===== src/rtl/imm_packer_if.sv =====
// Handshake and data bundle for the imm_packer instruction-bit packer.
interface imm_packer_if;
  logic        in_valid;
  logic        in_ready;
  logic [2:0]  CEU;
  logic [31:0] imm;
  logic [24:0] fields;
  logic        out_valid;
  logic        out_ready;
  logic [24:0] Dint;
  logic        err;
  logic [7:0]  err_cnt;

  modport master (
    output in_valid, CEU, imm, fields, out_ready,
    input  in_ready, out_valid, Dint, err, err_cnt
  );

  modport slave (
    input  in_valid, CEU, imm, fields, out_ready,
    output in_ready, out_valid, Dint, err, err_cnt
  );
endinterface


===== src/rtl/imm_packer.sv =====
// Two-stage immediate packer: scatters an immediate into instruction bits [31:7].
// Define IMMPACK_CHECK_EN to enable representability checking and err/err_cnt.
module imm_packer (
  input logic         clk,
  input logic         rst_n,
  imm_packer_if.slave bus
);
  localparam logic [2:0] FMT_I = 3'd0;
  localparam logic [2:0] FMT_S = 3'd1;
  localparam logic [2:0] FMT_B = 3'd2;
  localparam logic [2:0] FMT_U = 3'd3;
  localparam logic [2:0] FMT_J = 3'd4;

  logic        vld_p1, vld_p2;
  logic [2:0]  ceu_p1;
  logic [31:0] imm_p1;
  logic [24:0] fields_p1;
  logic        bad_p1;
  logic        bad_in;
  logic [24:0] dint_p2;
  logic        err_p2;
  logic [7:0]  err_cnt_q;
  logic        adv_p1, adv_p2, in_hs, out_hs;

  function automatic logic [24:0] pack_imm(input logic [2:0] ceu, input logic [31:0] imm,
                                           input logic [24:0] fields);
    logic [24:0] d;
    d = fields;
    case (ceu)
      FMT_I: d[24:13] = imm[11:0];
      FMT_S: begin
        d[24:18] = imm[11:5];
        d[4:0]   = imm[4:0];
      end
      FMT_B: begin
        d[24]    = imm[12];
        d[23:18] = imm[10:5];
        d[4:1]   = imm[4:1];
        d[0]     = imm[11];
      end
      FMT_U: d[24:5] = imm[31:12];
      FMT_J: begin
        d[24]    = imm[20];
        d[23:14] = imm[10:1];
        d[13]    = imm[11];
        d[12:5]  = imm[19:12];
      end
      default: d = fields;
    endcase
    return d;
  endfunction

`ifdef IMMPACK_CHECK_EN
  // Upper bits must be a pure sign extension of the encodable field.
  function automatic logic imm_bad(input logic [2:0] ceu, input logic [31:0] imm);
    logic bad;
    case (ceu)
      FMT_I, FMT_S: bad = !((&imm[31:11]) || !(|imm[31:11]));
      FMT_B:        bad = !((&imm[31:12]) || !(|imm[31:12])) || imm[0];
      FMT_U:        bad = |imm[11:0];
      FMT_J:        bad = !((&imm[31:20]) || !(|imm[31:20])) || imm[0];
      default:      bad = 1'b1;
    endcase
    return bad;
  endfunction

  assign bad_in = imm_bad(bus.CEU, bus.imm);
`else
  assign bad_in = 1'b0;
`endif

  assign adv_p2       = !vld_p2 || bus.out_ready;
  assign adv_p1       = !vld_p1 || adv_p2;
  assign in_hs        = bus.in_valid && adv_p1;
  assign out_hs       = vld_p2 && bus.out_ready;
  assign bus.in_ready = adv_p1;

  always_ff @(posedge clk) begin
    if (!rst_n) begin
      vld_p1    <= 1'b0;
      vld_p2    <= 1'b0;
      err_cnt_q <= 8'd0;
    end else begin
      if (adv_p1) vld_p1 <= bus.in_valid;
      if (adv_p2) vld_p2 <= vld_p1;
      if (out_hs && err_p2 && (err_cnt_q != 8'hFF)) err_cnt_q <= err_cnt_q + 8'd1;
    end
  end

  // stage 1: capture operands and the range-check result
  always_ff @(posedge clk) begin
    if (in_hs) begin
      ceu_p1    <= bus.CEU;
      imm_p1    <= bus.imm;
      fields_p1 <= bus.fields;
      bad_p1    <= bad_in;
    end
  end

  // stage 2: packed word, cleared on reset so the idle output reads zero
  always_ff @(posedge clk) begin
    if (!rst_n) begin
      dint_p2 <= 25'd0;
      err_p2  <= 1'b0;
    end else if (vld_p1 && adv_p2) begin
      dint_p2 <= pack_imm(ceu_p1, imm_p1, fields_p1);
      err_p2  <= bad_p1;
    end
  end

  assign bus.out_valid = vld_p2;
  assign bus.Dint      = dint_p2;
  assign bus.err       = err_p2;
  assign bus.err_cnt   = err_cnt_q;
endmodule


===== src/flat_wrapper.sv =====
// flat-port wrapper written by rule: the top's interface ports become plain ports
module imm_packer_flat 
  (clk, rst_n, bus_in_valid, bus_CEU, bus_imm, bus_fields, bus_out_ready, bus_in_ready, bus_out_valid, bus_Dint, bus_err, bus_err_cnt);
  imm_packer_if bus_i ();
  input logic clk;
  input logic rst_n;
  input wire logic [$bits(bus_i.in_valid)-1:0] bus_in_valid;
  input wire logic [$bits(bus_i.CEU)-1:0] bus_CEU;
  input wire logic [$bits(bus_i.imm)-1:0] bus_imm;
  input wire logic [$bits(bus_i.fields)-1:0] bus_fields;
  input wire logic [$bits(bus_i.out_ready)-1:0] bus_out_ready;
  output wire logic [$bits(bus_i.in_ready)-1:0] bus_in_ready;
  output wire logic [$bits(bus_i.out_valid)-1:0] bus_out_valid;
  output wire logic [$bits(bus_i.Dint)-1:0] bus_Dint;
  output wire logic [$bits(bus_i.err)-1:0] bus_err;
  output wire logic [$bits(bus_i.err_cnt)-1:0] bus_err_cnt;
  assign bus_i.in_valid = bus_in_valid;
  assign bus_i.CEU = bus_CEU;
  assign bus_i.imm = bus_imm;
  assign bus_i.fields = bus_fields;
  assign bus_i.out_ready = bus_out_ready;
  assign bus_in_ready = bus_i.in_ready;
  assign bus_out_valid = bus_i.out_valid;
  assign bus_Dint = bus_i.Dint;
  assign bus_err = bus_i.err;
  assign bus_err_cnt = bus_i.err_cnt;
  imm_packer u_core (.clk(clk), .rst_n(rst_n), .bus(bus_i));
endmodule

===== config.mk =====
export PLATFORM = sky130hd
export DESIGN_NAME = imm_packer_flat
export DESIGN_NICKNAME = d
export VERILOG_FILES = /design/src/rtl/imm_packer_if.sv /design/src/rtl/imm_packer.sv /design/src/flat_wrapper.sv
export SDC_FILE = /design/constraint.sdc
export NUM_CORES = 1
export LEC_CHECK = 0
export ABC_AREA = 1
export CAP_MARGIN = 40
export CORE_UTILIZATION = 47
export DETAILED_ROUTE_END_ITERATION = 10
export PLACE_DENSITY = 0.8
export SETUP_SLACK_MARGIN = 0.02
export SLEW_MARGIN = 40
export SYNTH_ARGS = -nofsm -noshare
export SYNTH_HDL_FRONTEND = slang
export SYNTH_SLANG_ARGS = --single-unit

===== constraint.sdc =====
create_clock -name clk -period 2.32 [get_ports clk]
set_input_delay 0.348 -clock clk [delete_from_list [all_inputs] [get_ports clk]]
set_output_delay 0.348 -clock clk [all_outputs]
set_load 0.005 [all_outputs]

==> results of run 1 <==
-- state kept, by name, summed over array words and instances (netlist names) --
name and flops:
u_core.vld_p1 1, u_core.imm_p1 32, u_core.bus.out_valid 1, u_core.ceu_p1 3, u_core.bus.Dint 25, u_core.fields_p1 25
-- stage by stage --
| step | total power [mW] | cells |
|---|---|---|
| CTS | 3.307 | 499 |
| global route | 3.408 | 499 |
| global placement | 2.197 | 483 |
| detailed placement | 2.209 | 483 |
| floorplan | 1.995 | 312 |
| finish | 3.278 | 499 |
-- cell usage in the layout, fill, tap and decap left out, types with 3 or more instances in the layout --
| cell type | Yosys | layout |
|---|---|---|
| sky130_fd_sc_hd__o21ai_0 | 15 | 15 |
| sky130_fd_sc_hd__dfxtp_1 | 27 | 27 |
| sky130_fd_sc_hd__a21oi_1 | 18 | 18 |
| sky130_fd_sc_hd__nand2_1 | 74 | 74 |
| sky130_fd_sc_hd__nand2_2 | 3 | 3 |
| sky130_fd_sc_hd__nor2_1 | 23 | 23 |
| sky130_fd_sc_hd__edfxtp_1 | 60 | 60 |
| sky130_fd_sc_hd__a31oi_1 | 6 | 6 |
| sky130_fd_sc_hd__nand3_1 | 28 | 28 |
| sky130_fd_sc_hd__clkbuf_8 | 0 | 10 |
| sky130_fd_sc_hd__inv_2 | 6 | 7 |
| sky130_fd_sc_hd__o21ai_1 | 3 | 3 |
| sky130_fd_sc_hd__conb_1 | 1 | 9 |
| sky130_fd_sc_hd__clkdlybuf4s50_1 | 0 | 90 |
| sky130_fd_sc_hd__inv_1 | 15 | 14 |
-- cell type report --
type	instances	area share
timing repair buffer	94	0.2110
sequential	87	0.5170
clock buffer	10	0.03038
inverter	22	0.01823
tap	96	0.02651
clock inverter	6	0.01657
multi-input combinational	184	0.1803
-- per-layer routing --
layer | part of all wire | track usage | routed length (um) | vias up
met4 | 0.015 | 0.09697 | 106 | 0
met2 | 0.51 | 0.3175 | 3491 | 96
met3 | 0.056 | 0.04190 | 390 | 8
met5 | 0 | 0 | 0 | -
met1 | 0.42 | 0.2392 | 2921 | 1171
li1 | - | - | - | 1203
-- worst max path at each step --
stage	to	slack (ns)	cells past startpoint
after floorplan	u_core.ceu_p1[0]	0.17	4
after global placement	u_core.bus.Dint[15]	0.48	10
after detailed placement	u_core.bus.Dint[8]	0.43	10
after CTS	bus_in_ready	0.52	4
after global routing	u_core.bus.Dint[6]	0.40	8
final	bus_in_ready	0.52	4
-- power groups by stage --
stage	clock, mW	combinational, mW	sequential (mW)
after detailed placement	0	0.368	1.84
after global routing	1.19	0.406	1.82
after floorplan	0	0.162	1.83
after CTS	1.13	0.371	1.81
final	1.10	0.369	1.81
after global placement	0	0.358	1.84
-- kinds of logic (layout without fill, tap and decap cells) --
kind of cell | after synthesis | in the layout
AO/OA/AOI/OAI | 42 | 42
buffers and inverters | 41 | 132
flip-flops | 87 | 87
other | 1 | 9
AND/OR/NAND/NOR | 133 | 133
-- worst max-delay path: cells and delay by family --
family | cells | cell delay (ns)
buffers and inverters | 3 | 1.02
AND/OR/NAND/NOR | 1 | 0.09
==> impl_metrics.prom, run 1 <==
# TYPE chip_impl_metric gauge
chip_impl_metric{name="multiInputGateArea",unit="sq um"} 817.0
chip_impl_metric{name="synth.yosys.seq_area_share",unit=""} 0.7014
chip_impl_info{name="synthMostInstantiatedCell",value="sky130_fd_sc_hd__nand2_1"} 1
chip_impl_metric{name="post_synth_inst_count",unit=""} 304
chip_impl_metric{name="timing.setup.tns",unit="ns"} 0
chip_impl_metric{name="layout-area-overhead-vs-synth",unit="%"} 35.67
chip_impl_metric{name="cts_made_buffers",unit=""} 9
chip_impl_metric{name="post-route-util",unit=""} 0.6632
chip_impl_info{name="yosys.area.top_type",value="sky130_fd_sc_hd__edfxtp_1"} 1
chip_impl_metric{name="r2r_slack",unit="ns"} 0.57
chip_impl_metric{name="postRouteWirelength",unit="um"} 6910
chip_impl_metric{name="post-dp-hpwl",unit="um"} 4744
chip_impl_metric{name="vdd_drop_max",unit="mV"} 0.3775
chip_impl_metric{name="die_height",unit="um"} 86.29
chip_impl_info{name="critPathKind",value="input port to primary output"} 1
chip_impl_metric{name="drt_first_pass_iters",unit=""} 4
chip_impl_metric{name="antenna_found_initial",unit=""} 0
chip_impl_metric{name="synth.top_cell.area_share",unit=""} 0.5395
chip_impl_metric{name="antenna_left",unit=""} 0
chip_impl_metric{name="core-area",unit="sq mm"} 0.006832
chip_impl_metric{name="finalHoldViolCount",unit=""} 0
chip_impl_info{name="cp_cell_sequence",value="clkdlybuf4s50_1, inv_2, nand3_1, clkdlybuf4s50_1"} 1
chip_impl_metric{name="synthArstFlopShare",unit=""} 0
chip_impl_metric{name="power_report.internal_total",unit="mW"} 2.510
chip_impl_metric{name="switchingPower",unit="uW"} 768.1
chip_impl_metric{name="fin_nets",unit=""} 462
chip_impl_metric{name="power.share.switching",unit=""} 0.2343
chip_impl_metric{name="tightestPinTransition",unit="ns"} 0.5312
chip_impl_metric{name="r2r_cells",unit=""} 8
chip_impl_info{name="cts_root_buf",value="sky130_fd_sc_hd__clkbuf_8"} 1
chip_impl_metric{name="drv_slew",unit=""} 0
chip_impl_metric{name="layout.area.seq",unit="sq mm"} 0.002342
chip_impl_info{name="critPathCaptureType",value="primary output"} 1
chip_impl_info{name="commonest_cells_in_the_netlist",value="sky130_fd_sc_hd__nand2_1, sky130_fd_sc_hd__edfxtp_1, sky130_fd_sc_hd__nand3_1, sky130_fd_sc_hd__dfxtp_1, sky130_fd_sc_hd__nor2_1"} 1
chip_impl_info{name="launching_element_of_the_worst_setup_path",value="bus_out_ready"} 1
chip_impl_metric{name="post_synth_instance_area",unit="sq mm"} 0.003339
chip_impl_metric{name="final_worst_setup_slack",unit="ns"} 0.5169
chip_impl_metric{name="clk_pin_slew_worst_paths",unit="ns"} 0.08
chip_impl_metric{name="clockPowerShare",unit=""} 0.336
chip_impl_metric{name="diodes",unit=""} 0
chip_impl_metric{name="postCtsSetupBuffers",unit=""} 0
chip_impl_metric{name="pin_count_of_the_biggest_net_entering_global_routing",unit=""} 61
chip_impl_metric{name="number_of_enable_type_register_cells_in_the_synthesized_netlist",unit=""} 60
chip_impl_metric{name="share_of_layout_cells_above_drive_strength_1",unit=""} 0.07940
chip_impl_metric{name="worst_skew_pair_later_pin_latency",unit="ns"} 0.36
chip_impl_metric{name="cts_hold_buffers",unit=""} 0
chip_impl_info{name="cp_slowest_cell",value="sky130_fd_sc_hd__clkdlybuf4s50_1"} 1
chip_impl_info{name="timing.hold.worst.class",value="register to register"} 1
chip_impl_metric{name="cp.required",unit="ns"} 1.97
chip_impl_metric{name="synthesized_area_fraction_occupied_by_adder_cells",unit=""} 0
chip_impl_metric{name="pre_cts_slack",unit="ns"} 0.4295
chip_impl_metric{name="routed_via_density",unit=""} 4.966
chip_impl_metric{name="drcViolationCount",unit=""} 0
chip_impl_metric{name="floorplan.initialDensity",unit=""} 0.4888
chip_impl_metric{name="cts.sink_count",unit=""} 87
chip_impl_info{name="synth.top_cells.by_area",value="sky130_fd_sc_hd__edfxtp_1, sky130_fd_sc_hd__dfxtp_1, sky130_fd_sc_hd__nand2_1"} 1
chip_impl_metric{name="synth-seq-cells",unit=""} 87
chip_impl_metric{name="slowest_delay",unit="ns"} 0.51
chip_impl_metric{name="post-route-cell-area",unit="sq mm"} 0.004531
chip_impl_info{name="hold-path-endpoint",value="u_core.bus.Dint[24]"} 1
chip_impl_info{name="cts_tree",value="done"} 1
chip_impl_metric{name="pin_count",unit=""} 100
chip_impl_metric{name="power.combinational.fraction",unit=""} 0.113
chip_impl_metric{name="yosys.area_share.xor_xnor",unit=""} 0
chip_impl_metric{name="worst_clock_skew",unit="ns"} 0.01348
chip_impl_metric{name="layout_worst_path_cycle_share",unit=""} 0.7772
chip_impl_metric{name="worstPathMaxFanout",unit=""} 3
chip_impl_info{name="regToRegEndpoint",value="u_core.bus.Dint[10]"} 1
chip_impl_metric{name="synth-compound-area-share",unit=""} 0.06519
chip_impl_metric{name="cellPowerDensity",unit="mW/mm^2"} 723.5
chip_impl_info{name="hold_path_startpoint",value="u_core.bus.Dint[24]"} 1
chip_impl_metric{name="detail_route.iter0.violations",unit=""} 183
chip_impl_metric{name="die_area",unit="sq mm"} 0.007446
chip_impl_metric{name="whs",unit="ns"} 0.4799
chip_impl_metric{name="cts_buffer_depth",unit=""} 2
chip_impl_metric{name="global_route.usage.total",unit=""} 0.1921
chip_impl_metric{name="min_delay_path_depth",unit=""} 2
chip_impl_metric{name="io_buffer_count",unit=""} 90
chip_impl_info{name="dominantRegCellSynth",value="sky130_fd_sc_hd__edfxtp_1"} 1
chip_impl_metric{name="post_synth.cell_area_avg",unit="sq um"} 10.99
chip_impl_info{name="worstReg2RegStart",value="u_core.ceu_p1[2]"} 1
chip_impl_info{name="outcome",value="finished, final reports clean"} 1
chip_impl_metric{name="number_of_max_cap_violations",unit=""} 0
chip_impl_metric{name="period_minus_slack",unit="ns"} 1.803
chip_impl_metric{name="finalSetupViolations",unit=""} 0
chip_impl_metric{name="average_wire_length_per_cell_after_detail_routing",unit="um"} 13.85
chip_impl_metric{name="achievable-frequency",unit="MHz"} 554.6
chip_impl_metric{name="power.leakage",unit="nW"} 1.791
chip_impl_metric{name="die-width",unit="um"} 86.29
chip_impl_metric{name="grt_pass1_wl",unit="um"} 10690
chip_impl_metric{name="routabilityCongestion",unit=""} 0.8092
chip_impl_metric{name="synth.mux.area_fraction",unit=""} 0
chip_impl_metric{name="final.fill_count",unit=""} 511
chip_impl_metric{name="route.vias.total",unit=""} 2478
chip_impl_metric{name="num_rows",unit=""} 30
chip_impl_metric{name="synth_simple_gate_area_share",unit=""} 0.1694
chip_impl_metric{name="placedInstanceArea",unit="sq mm"} 0.004318
chip_impl_metric{name="worst_slew_margin_rel",unit=""} 0.6459
chip_impl_metric{name="arrival_worst_endpoint",unit="ns"} 1.46
chip_impl_metric{name="first_global_vias",unit=""} 2269
chip_impl_metric{name="power_frac_seq",unit=""} 0.551
chip_impl_info{name="rsz0062_at_grt",value="no"} 1
chip_impl_metric{name="h-tree-depth",unit=""} 3
chip_impl_info{name="timing.critical_path.mode_cell",value="sky130_fd_sc_hd__clkdlybuf4s50_1"} 1
chip_impl_info{name="synth_top_family_by_area",value="simple AND/OR/NAND/NOR gates"} 1
chip_impl_metric{name="ctsResizeCount",unit=""} 0
chip_impl_metric{name="synth_cell_types",unit=""} 21
chip_impl_info{name="critPathLaunchType",value="input port"} 1
chip_impl_metric{name="ys_warn_count",unit=""} 0
chip_impl_metric{name="grt_overflow",unit=""} 0
Power figures use the tool's default switching activity.
==> run 2: changes to the inputs <==
--- a/config.mk
+++ b/config.mk
@@ -7,9 +7,9 @@
 export LEC_CHECK = 0
 export ABC_AREA = 1
 export CAP_MARGIN = 40
-export CORE_UTILIZATION = 47
+export CORE_UTILIZATION = 42
 export DETAILED_ROUTE_END_ITERATION = 10
-export PLACE_DENSITY = 0.8
+export PLACE_DENSITY = 0.75
 export SETUP_SLACK_MARGIN = 0.02
 export SLEW_MARGIN = 40
 export SYNTH_ARGS = -nofsm -noshare
==> constraint.sdc (replaced) <==
create_clock -name clk -period 1.65 [get_ports clk]
set_input_delay 0.2475 -clock clk [delete_from_list [all_inputs] [get_ports clk]]
set_output_delay 0.2475 -clock clk [all_outputs]
set_load 0.005 [all_outputs]
==> run 2 against run 1 <==
Against the previous run: count of clock-buffer cells in the layout unchanged; core utilization decreased by 6.0 points; non-clock buffer count increased by 11; routed wire length increased by 3.4%; global-route usage decreased by 0.23 points; first-iteration DRC count increased by 16%; critical path type unchanged; critical endpoint unchanged.
==> impl_metrics.prom, run 2 (synthesized netlist as in run 1, its figures left out) <==
# TYPE chip_impl_metric gauge
chip_impl_metric{name="finalSetupViolations",unit=""} 0
chip_impl_metric{name="first_global_vias",unit=""} 2462
chip_impl_metric{name="cellPowerDensity",unit="mW/mm^2"} 1002
chip_impl_metric{name="die-width",unit="um"} 91.17
chip_impl_metric{name="average_wire_length_per_cell_after_detail_routing",unit="um"} 13.85
chip_impl_metric{name="slowest_delay",unit="ns"} 0.51
chip_impl_metric{name="period_minus_slack",unit="ns"} 1.585
chip_impl_metric{name="final-instance-count-excl-fill",unit=""} 516
chip_impl_metric{name="grt_overflow",unit=""} 0
chip_impl_metric{name="pin_count",unit=""} 100
chip_impl_metric{name="number_of_flip_flops_under_the_largest_register_name",unit=""} 32
chip_impl_metric{name="vdd_drop_max",unit="mV"} 0.5227
chip_impl_metric{name="ctsResizeCount",unit=""} 0
chip_impl_metric{name="worstPathMaxFanout",unit=""} 3
chip_impl_metric{name="place.detailed.instances",unit=""} 500
chip_impl_info{name="worstReg2RegStart",value="u_core.ceu_p1[1]"} 1
chip_impl_metric{name="cts.sink_count",unit=""} 87
chip_impl_metric{name="postCtsSetupBuffers",unit=""} 0
chip_impl_info{name="timing.hold.worst.class",value="input port to register"} 1
chip_impl_metric{name="number_of_max_cap_violations",unit=""} 0
chip_impl_metric{name="clk_pin_slew_worst_paths",unit="ns"} 0.09
chip_impl_metric{name="r2r_slack",unit="ns"} 0.15
chip_impl_info{name="cp_slowest_cell",value="sky130_fd_sc_hd__clkdlybuf4s50_1"} 1
chip_impl_info{name="launching_element_of_the_worst_setup_path",value="bus_out_ready"} 1
chip_impl_info{name="rsz0062_at_grt",value="no"} 1
chip_impl_info{name="critPathLaunchType",value="input port"} 1
chip_impl_metric{name="achievable-frequency",unit="MHz"} 630.9
chip_impl_info{name="final_common_cell",value="sky130_fd_sc_hd__clkdlybuf4s50_1"} 1
chip_impl_metric{name="worst_skew_pair_later_pin_latency",unit="ns"} 0.35
chip_impl_metric{name="die_height",unit="um"} 91.17
chip_impl_info{name="cts_root_buf",value="sky130_fd_sc_hd__clkbuf_8"} 1
chip_impl_metric{name="cts_hold_buffers",unit=""} 0
chip_impl_metric{name="diodes",unit=""} 0
chip_impl_metric{name="share_of_layout_cells_above_drive_strength_1",unit=""} 0.1111
chip_impl_metric{name="drcViolationCount",unit=""} 0
chip_impl_metric{name="r2r_cells",unit=""} 9
chip_impl_metric{name="core-area",unit="sq mm"} 0.007727
chip_impl_info{name="timing.critical_path.mode_cell",value="sky130_fd_sc_hd__clkdlybuf4s50_1"} 1
chip_impl_metric{name="finalHoldViolCount",unit=""} 0
chip_impl_metric{name="pin_count_of_the_biggest_net_entering_global_routing",unit=""} 25
chip_impl_metric{name="postRouteWirelength",unit="um"} 7148
chip_impl_metric{name="io_buffer_count",unit=""} 90
chip_impl_metric{name="drv_slew",unit=""} 0
chip_impl_info{name="critPathKind",value="input port to primary output"} 1
chip_impl_metric{name="die_area",unit="sq mm"} 0.008312
chip_impl_info{name="regToRegEndpoint",value="u_core.bus.Dint[11]"} 1
chip_impl_metric{name="detail_route.iter0.violations",unit=""} 212
chip_impl_metric{name="grt_pass1_wl",unit="um"} 11850
chip_impl_metric{name="arrival_worst_endpoint",unit="ns"} 1.34
chip_impl_metric{name="layout_worst_path_cycle_share",unit=""} 0.9607
chip_impl_metric{name="cts_buffer_depth",unit=""} 2
chip_impl_metric{name="route.vias.total",unit=""} 2502
chip_impl_metric{name="routabilityCongestion",unit=""} 0.8046
chip_impl_metric{name="drt_first_pass_iters",unit=""} 5
chip_impl_metric{name="fin_nets",unit=""} 473
chip_impl_metric{name="layout-area-overhead-vs-synth",unit="%"} 39.53
chip_impl_info{name="critPathCaptureType",value="primary output"} 1
chip_impl_metric{name="h-tree-depth",unit=""} 3
chip_impl_metric{name="num_rows",unit=""} 32
chip_impl_info{name="critPathCapture",value="bus_in_ready"} 1
chip_impl_metric{name="pre_cts_slack",unit="ns"} 0.06194
chip_impl_metric{name="antenna_left",unit=""} 0
chip_impl_metric{name="post-route-util",unit=""} 0.6030
chip_impl_metric{name="post-dp-hpwl",unit="um"} 5284
chip_impl_metric{name="cp.required",unit="ns"} 1.40
chip_impl_info{name="cp_cell_sequence",value="clkdlybuf4s50_1, inv_2, nand3_2, clkdlybuf4s50_1"} 1
chip_impl_metric{name="routed_via_density",unit=""} 4.849
chip_impl_metric{name="floorplan.initialDensity",unit=""} 0.4322
chip_impl_info{name="mostFrequentLayoutCells",value="sky130_fd_sc_hd__clkdlybuf4s50_1, sky130_fd_sc_hd__nand2_1, sky130_fd_sc_hd__edfxtp_1"} 1
chip_impl_metric{name="antenna_found_initial",unit=""} 0
chip_impl_metric{name="power.leakage",unit="nW"} 1.847
chip_impl_metric{name="final_worst_setup_slack",unit="ns"} 0.06492
chip_impl_metric{name="cts_made_buffers",unit=""} 9
chip_impl_info{name="cts_tree",value="done"} 1
chip_impl_metric{name="global_route.usage.total",unit=""} 0.1897
chip_impl_metric{name="fin_total_pwr",unit="mW"} 4.666
chip_impl_info{name="outcome",value="finished, final reports clean"} 1
chip_impl_metric{name="worst_clock_skew",unit="ns"} 0.01281
chip_impl_info{name="registers.top_by_ff_count",value="u_core.imm_p1"} 1
run 2: cell types whose count changed in the layout (fill, tap and decap cells not counted), moves of 2 or more:
cell	change
sky130_fd_sc_hd__inv_6	-2
sky130_fd_sc_hd__clkinv_2	+2
sky130_fd_sc_hd__buf_4	+9
sky130_fd_sc_hd__dfxtp_1	-2
sky130_fd_sc_hd__dfxtp_2	+2
sky130_fd_sc_hd__buf_12	+2
sky130_fd_sc_hd__clkinvlp_4	+2
run 2: per-layer routing:
metal,vias up,part of all wire,track usage
met4,0,0.021,0.08862
li1,1222,-,-
met3,13,0.063,0.03853
met2,113,0.53,0.3289
met5,-,0,0
met1,1154,0.39,0.2261
run 2: where the power goes:
group | switching (mW) | total (mW) | internal [mW]
clock network | 0.725 | 1.57 | 0.848
logic | 0.244 | 0.559 | 0.315
registers | 0.0584 | 2.53 | 2.48
total | 1.03 | 4.67 | 3.64
run 2: area by class of cell:
class / count / area [sq um]
fill: 637 / 3068
sequential: 87 / 2345
multi-input combinational: 184 / 824.5
clock buffer: 10 / 127.6
timing repair buffer: 105 / 1064
inverter: 22 / 86.33
tap: 102 / 127.6
clock inverter: 6 / 85.08
run 2: critical path, delay by kind of cell:
family        cells  cell delay (ns)
buf+inv           3             1.02
simple gates      1             0.07
run 2: metrics by stage:
stage	instance area, sq um	hold slack [ns]	TNS [ns]
after floorplan	3383	0.3464	-7.728
after CTS	4659	0.4359	0
final	4659	0.4479	0
after global routing	4659	0.4321	0
after detailed placement	4447	0.4667	0
after global placement	4447	0.4671	0
run 2: how the worst min path moves through the flow:
stage	start	end	slack, ns	cells after the start
after global routing	bus_fields[7]	u_core.fields_p1[7]	0.43	1
after global placement	u_core.bus.Dint[24]	u_core.bus.Dint[24]	0.47	2
after CTS	bus_fields[8]	u_core.fields_p1[8]	0.44	1
after detailed placement	u_core.bus.Dint[24]	u_core.bus.Dint[24]	0.47	2
after floorplan	bus_CEU[0]	u_core.ceu_p1[0]	0.35	0
final	bus_fields[9]	u_core.fields_p1[9]	0.45	1
==> RTL change: new RTL, config.mk and constraints of run 1 <==
Build with the macro `IMMPACK_CHECK_EN` defined.
--- a/src/rtl/imm_packer.sv
+++ b/src/rtl/imm_packer.sv
@@ -1,4 +1,6 @@
 // Two-stage immediate packer: scatters an immediate into instruction bits [31:7].
 // Define IMMPACK_CHECK_EN to enable representability checking and err/err_cnt.
+`define IMMPACK_CHECK_EN
+
 module imm_packer (
   input logic         clk,
Check against the original RTL: not equivalent (Yosys sat finds a counterexample within 4 cycles, from zero or initial values and one cycle with rst_n low).
==> RTL change against run 1 <==
  * Largest cell class unchanged
  * Via count grew 34%
  * Power grew 3.2%
  * Setup slack lost 51 ps
  * Final cell count grew 28%
  * Sequential share of layout area shrank 3.7 points
  * First-iteration DRC count grew 40%
  * Die area grew 20%
  * Routed wire length grew 35%
  * Largest power group unchanged
  * Area after synthesis grew 20%
  * Cell area grew 17%
  * Synthesized cell count grew 39%
  * Sequential cell count grew 10
  * Register-to-register slack gained 210 ps
==> RTL change: results (changes against run 1) <==
outcome - complete, no violations
DP Cell Count - 623 (+29%)
share of power burned in registers - 58.7% (+3.6 points)
max-slew headroom at the worst pin - 72.6% (+8.1 points)
Worst R2R Start - u_core.ceu_p1[0]
worst slack, placed - 435 ps (+5.79 ps)
met2 usage - 37.1% (+5.3 points)
Final #Nets - 594 (+29%)
met3 Use GR - 4.35% (+0.16 points)
DP HPWL - 6.85 mm (+44%)
Worst Path Max Fanout - 3 (unchanged)
GRT Total Usage - 22.2% (+3.0 points)
Leak Pwr - 2.08 nW (+16%)
Seq/Total Area, Yosys - 63.5% (-6.7 points)
share of cells above drive strength 1 - 6.18% (-1.8 points)
Worst path top cell family by delay - buffers and inverters
Post-DP Area - 5150 sq um (+19%)
filler instances - 684 (+34%)
Data arrival, critical path - 1510 ps (+50 ps)
vias per inst - 5.21 (+4.8%)
Fin Clk Skew - 8.65 ps (-4.83 ps)
fin crit share - 79.9% (+2.2 points)
pin count of the biggest net entering global routing - 51 (-16%)
Worst R2R Setup Slack - 780 ps (+210 ps)
number of detailed-routing iterations run before antenna repair - 5 (+1)
largest cells by area after synthesis - edfxtp_1, dfxtp_1, nand2_1, nor2_1, a21oi_1
Max VDD drop - 0.314 mV (-17%)
Post-synth EDFFs - 61 (+1.7%)
Clk Tree Root Cell - clkbuf_8
vias in the first global route - 3184 (+40%)
Reg clk slew, reported paths - 90 ps
total chip power - 0.00338 W (+3.2%)
first-pass GRT wire length - 15.2 mm (+42%)
met1 Use GR - 29.1% (+5.1 points)
FF-to-FF path depth - 6 (-2)
Commonest cells post-synth - nand2_1, edfxtp_1, nor2_1
P_sw - 0.000824 W (+7.3%)
Comb group - 0.000427 W (+16%)
-- RTL change: routing by layer --
metal | share of wire, % | vias to the layer above
li1 | - | 1627
met3 | 6.2 | 11
met5 | 0 | -
met4 | 1.3 | 0
met1 | 43 | 1553
met2 | 49 | 135
-- RTL change: logic make-up (layout without fill, tap and decap cells) --
logic type / after synthesis / after routing / share of synthesized area, %
compound gates: 75 / 75 / 10.6
xor+xnor: 1 / 1 / 0.218
fa+ha+maj: 1 / 1 / 0.311
buf+inv: 51 / 162 / 5.07
flops: 97 / 97 / 63.5
simple gates: 198 / 198 / 20.3
-- RTL change: cell type report --
cell class / instances / area (sq um) / share of cell area, %
clock inverters: 5 / 37.5 / 0.705
flip-flops and latches: 97 / 2550 / 48.0
repair buffers: 105 / 1050 / 19.7
multi-input cells: 275 / 1270 / 23.8
inverters: 41 / 154 / 2.89
clock buffers: 11 / 131 / 2.47
well taps: 105 / 131 / 2.47
